**config.mk**
```make
export PLATFORM = sky130hd
export DESIGN_NAME = uut_1_chk_cmp
export DESIGN_NICKNAME = d
export VERILOG_FILES = /design/src/rtl/uut_1_pkg.sv /design/src/rtl/uut_1_chk_cmp.sv
export SDC_FILE = /design/constraint.sdc
export NUM_CORES = 1
export LEC_CHECK = 0
export CORE_MARGIN = 10
export CORE_UTILIZATION = 39
export DETAILED_ROUTE_END_ITERATION = 10
export PLACE_DENSITY = 0.8
export REMOVE_ABC_BUFFERS = 1
export SYNTH_ARGS = -nofsm -noshare
export SYNTH_HDL_FRONTEND = slang
export SYNTH_SLANG_ARGS = --single-unit
export TNS_END_PERCENT = 20
```
**constraint.sdc**
```tcl
create_clock -name clk_i -period 1.53 [get_ports clk_i]
set_input_delay 0.153 -clock clk_i [delete_from_list [all_inputs] [get_ports clk_i]]
set_output_delay 0.153 -clock clk_i [all_outputs]
set_load 0.01 [all_outputs]
```
**src/rtl/uut_1_pkg.sv**
```systemverilog
// Shared types and constants for the uut_1 FCS result checker.
package uut_1_pkg;

   typedef enum logic [1:0] {
      ST_IDLE = 2'd0,
      ST_RUN  = 2'd1,
      ST_DONE = 2'd2
   } state_e;

   localparam logic [31:0] RESIDUE_C  = 32'hC704DD7B;
   localparam int          CW_DEFAULT = 16;

   function automatic logic frame_fails(input logic [31:0] res,
                                        input logic [31:0] exp_fcs,
                                        input logic [31:0] obs,
                                        input logic [31:0] residue);
      return (res != residue) || (exp_fcs != obs);
   endfunction

endpackage

```
**src/rtl/uut_1_chk_cmp.sv**
```systemverilog
// Compare stage: registers one frame's res/exp/obs together with its fail flag.
module uut_1_chk_cmp
   import uut_1_pkg::*;
#(
   parameter logic [31:0] RESIDUE = RESIDUE_C
) (
   input  logic        clk_i,
   input  logic        rst_i,
   input  logic        clr_i,
   input  logic        en_i,
   input  logic        val_i,
   input  logic [31:0] res_i,
   input  logic [31:0] exp_i,
   input  logic [31:0] obs_i,
   output logic        vld_o,
   output logic        fail_o,
   output logic [31:0] res_o,
   output logic [31:0] exp_o,
   output logic [31:0] obs_o
);

   logic        vld_d, vld_q;
   logic        fail_d, fail_q;
   logic [31:0] res_d, res_q;
   logic [31:0] exp_d, exp_q;
   logic [31:0] obs_d, obs_q;

   always_comb begin
      vld_d  = 1'b0;
      fail_d = fail_q;
      res_d  = res_q;
      exp_d  = exp_q;
      obs_d  = obs_q;
      if (clr_i) begin
         fail_d = 1'b0;
         res_d  = '0;
         exp_d  = '0;
         obs_d  = '0;
      end else if (val_i && en_i) begin
         vld_d  = 1'b1;
         fail_d = frame_fails(res_i, exp_i, obs_i, RESIDUE);
         res_d  = res_i;
         exp_d  = exp_i;
         obs_d  = obs_i;
      end
   end

   always_ff @(posedge clk_i) begin
      if (rst_i) begin
         vld_q  <= 1'b0;
         fail_q <= 1'b0;
         res_q  <= '0;
         exp_q  <= '0;
         obs_q  <= '0;
      end else begin
         vld_q  <= vld_d;
         fail_q <= fail_d;
         res_q  <= res_d;
         exp_q  <= exp_d;
         obs_q  <= obs_d;
      end
   end

   assign vld_o  = vld_q;
   assign fail_o = fail_q;
   assign res_o  = res_q;
   assign exp_o  = exp_q;
   assign obs_o  = obs_q;

endmodule

```
==> summary.txt <==
Critical path
  – CP cell instances: clkdlybuf4s50_1
  – Maximum single-stage delay on the critical path: 580 ps
  – Critical-path maximum fanout: 2
  – Worst-path cell with the longest stage delay: clkdlybuf4s50_1
  – Worst path bufs/invs: 1
  – CP Class: reg -> out
  – Element type at the critical path end: primary output
  – Register-to-register setup slack: 890 ps
  – Required arrival time at the worst endpoint: 1380 ps
  – Arr. time, crit path: 1290 ps
  – Startpoint type of the worst setup path: flop
  – Largest delay contributor family on the critical path: buffers and inverters

Clocking
  – Skew-Pair Late Insertion Delay: 340 ps
  – H-tree lvl count: 3
  – Maximum count of clock buffers along a single path: 2
  – Number of buffers created by CTS: 9
  – Hold_buf cts: 0
  – Clock sink count: 98
  – TritonCTS clock tree: built
  – Post-CTS Repair Setup Buffers: 0
  – Clock transition at path regs: 100 ps
  – Root buffer cell: clkbuf_8

Placement
  – Placed wire-length estimate: 10170 um
  – Placer's final routability congestion estimate: 0.7855
  – Number of input and output port buffers inserted: 198
  – Number of instances in the placed design: 790

GRT
  – Number of global-route vias before repair: 3931
  – First-pass GRT wire length: 20620 um
  – Overflow after GRT: 0
  – Total routing resource utilization after global routing: 0.1776
  – Largest net degree at the start of global routing: 65
  – Antenna violations before repair: 0

Synthesis
  – Adder-cell share of the synthesized area: 0
  – Post-Synthesis Cells: 482
  – Number of distinct library cells after synthesis: 17
  – Fraction of the mapped netlist area in simple logic gates: 0.2367
  – Netlist area before placement: 3759 um^2
  – Average size of a mapped cell: 7.798 um^2
  – Fraction of the mapped netlist area in compound gates: 0.1312
  – Xor-xnor portion of the synthesized cell area: 0.07457
  – Post-synthesis mux area share: 0
  – Sequential fraction of the synthesis area: 0.5220
  – Number of register bits inferred by synthesis: 98
  – Number of synthesis warnings: 0
  – Main combinational cell family by area after synthesis: simple AND/OR/NAND/NOR gates

STA
  – Count of pins over their slew limit: 0
  – Number of hold violations in the final report: 0
  – Slew at the pin closest to its max-slew limit: 291.4 ps
  – Number of setup violations in the final report: 0
  – Final critical-path required period: 1442 ps
  – Setup repair after global routing missed its margin: no
  – Clock tree skew after final layout: 0 ps
  – Post-route clock period utilization: 0.9425
  – Highest clock rate: 693.4 MHz
  – Tightest slew margin relative to the limit: 0.8040

Floorplanning
  – Vert. Die Dim: 118.2 um
  – Die Width: 118.2 um
  – Core area: 9328 um^2
  – Number of ports placed on the die boundary: 199
  – DIE AREA: 13960 um^2
  – Effective utilization at floorplan: 0.4030
  – Row count: 35

Pwr
  – Total leakage power: 2.165 nW
  – Overall Power: 0.005081 W
  – Total power per unit cell area: 823.2 nW/um^2
  – Largest voltage drop on the vdd net: 0.0005180 V

Layout
  – Count of placed standard cells in the final layout, fillers left out: 806
  – Layout overhead on the synthesized area: 64.21%
  – Most common cell after layout, fill and taps aside: nand2_1
  – Leading cell types in the layout, fill and taps excluded: nand2_1, clkdlybuf4s50_1, dfxtp_1
  – Final-stage net count: 773
  – Number of antenna cells inserted: 0
  – Fill cell count: 806
  – Layout cells sized above 1: 0.05170

Flow run
  – Reported max-cap violation count: 0

Routing
  – Routed wire per std cell: 16.45 um
  – Antenna viol nets, final: 0
  – Drt first pass iters: 7
  – DRC violations left: 0
  – Vias per inst: 4.855
  – Count of vias placed by the detailed router: 3913
  – Final WL: 13260 um
  – Initial DRC Count: 254

Status
  – Outcome: finished clean

Min path
  – Type of the tightest min-delay check: in -> reg
[metrics by stage]
stage	utilization	worst slack (ps)	cell area [um^2]	TNS (ps)	hold WS, ps
after global routing	0.6617	6.160	6172	0	101.9
after CTS	0.6575	33.34	6133	0	344.5
final	0.6617	87.91	6172	0	94.29
after detailed placement	0.6369	-374.5	5941	-12520	446.6
after floorplan	-	-802.7	3625	-60840	289.0
after global placement	0.6369	-321.9	5941	-10580	440.6
[flip-flops by register name, summed over array words and instances (netlist names)]
signal / count
fail_o: 1
exp_o: 32
obs_o: 32
res_o: 32
vld_o: 1
[cell families after synthesis]
logic type | count (synthesis)
XOR/XNOR | 32
AO/OA/AOI/OAI | 98
buffers and inverters | 32
AND/OR/NAND/NOR | 222
flip-flops | 98
[path summary, 6_finish.rpt]
check            start   endpoint  cells past startpoint
max           exp_o[9]   exp_o[9]                      1
min reg2reg  obs_o[31]  obs_o[31]                      2
max reg2reg  res_o[24]  res_o[24]                      2
min          exp_i[28]  exp_o[28]                      3
[report_power, final]
group | internal (W) | leakage (nW) | switching (W) | total, W
Combinational | 0.000446 | 1.28 | 0.000361 | 0.000807
Clock | 0.000753 | 0.0893 | 0.000889 | 0.00164
Sequential | 0.00260 | 0.794 | 0.0000273 | 0.00263
[synth_stat cells (all sizes together)]
library cell / count / area [um^2]
xnor2: 3 / 26.28
buf: 12 / 58.80
clkbuf: 20 / 75.07
nand2b: 1 / 6.260
and2: 1 / 6.260
xor2: 29 / 254.0
a21oi: 97 / 485.5
nand4: 6 / 37.54
dfxtp: 98 / 1962
nor2: 3 / 11.26
nor3: 3 / 15.01
nand4b: 1 / 8.760
nor4: 10 / 62.56
nand2: 196 / 735.7
o21bai: 1 / 7.510
or2: 1 / 6.260
[cell type report]
class | count | area (um^2) | share of cell area
Multi-Input combinational cell | 352 | 1707 | 0.2765
Sequential cell | 98 | 1962 | 0.3179
Clock inverter | 5 | 55.05 | 0.008920
Tap cell | 129 | 161.4 | 0.02615
Clock buffer | 11 | 131.4 | 0.02129
Timing Repair Buffer | 211 | 2156 | 0.3493
[per-layer routing]
layer / part of all wire / GRT usage
met5: 0 / 0
met4: 0.032 / 0.07805
met3: 0.088 / 0.07092
met2: 0.47 / 0.2952
met1: 0.41 / 0.1962
[timing repair]
action	4_1_cts	5_1_grt
hold endpoints to repair	0	0
gates resized for setup	1	9
setup endpoints to repair	1	2
pin swaps	0	7
Power figures use the tool's default switching activity.
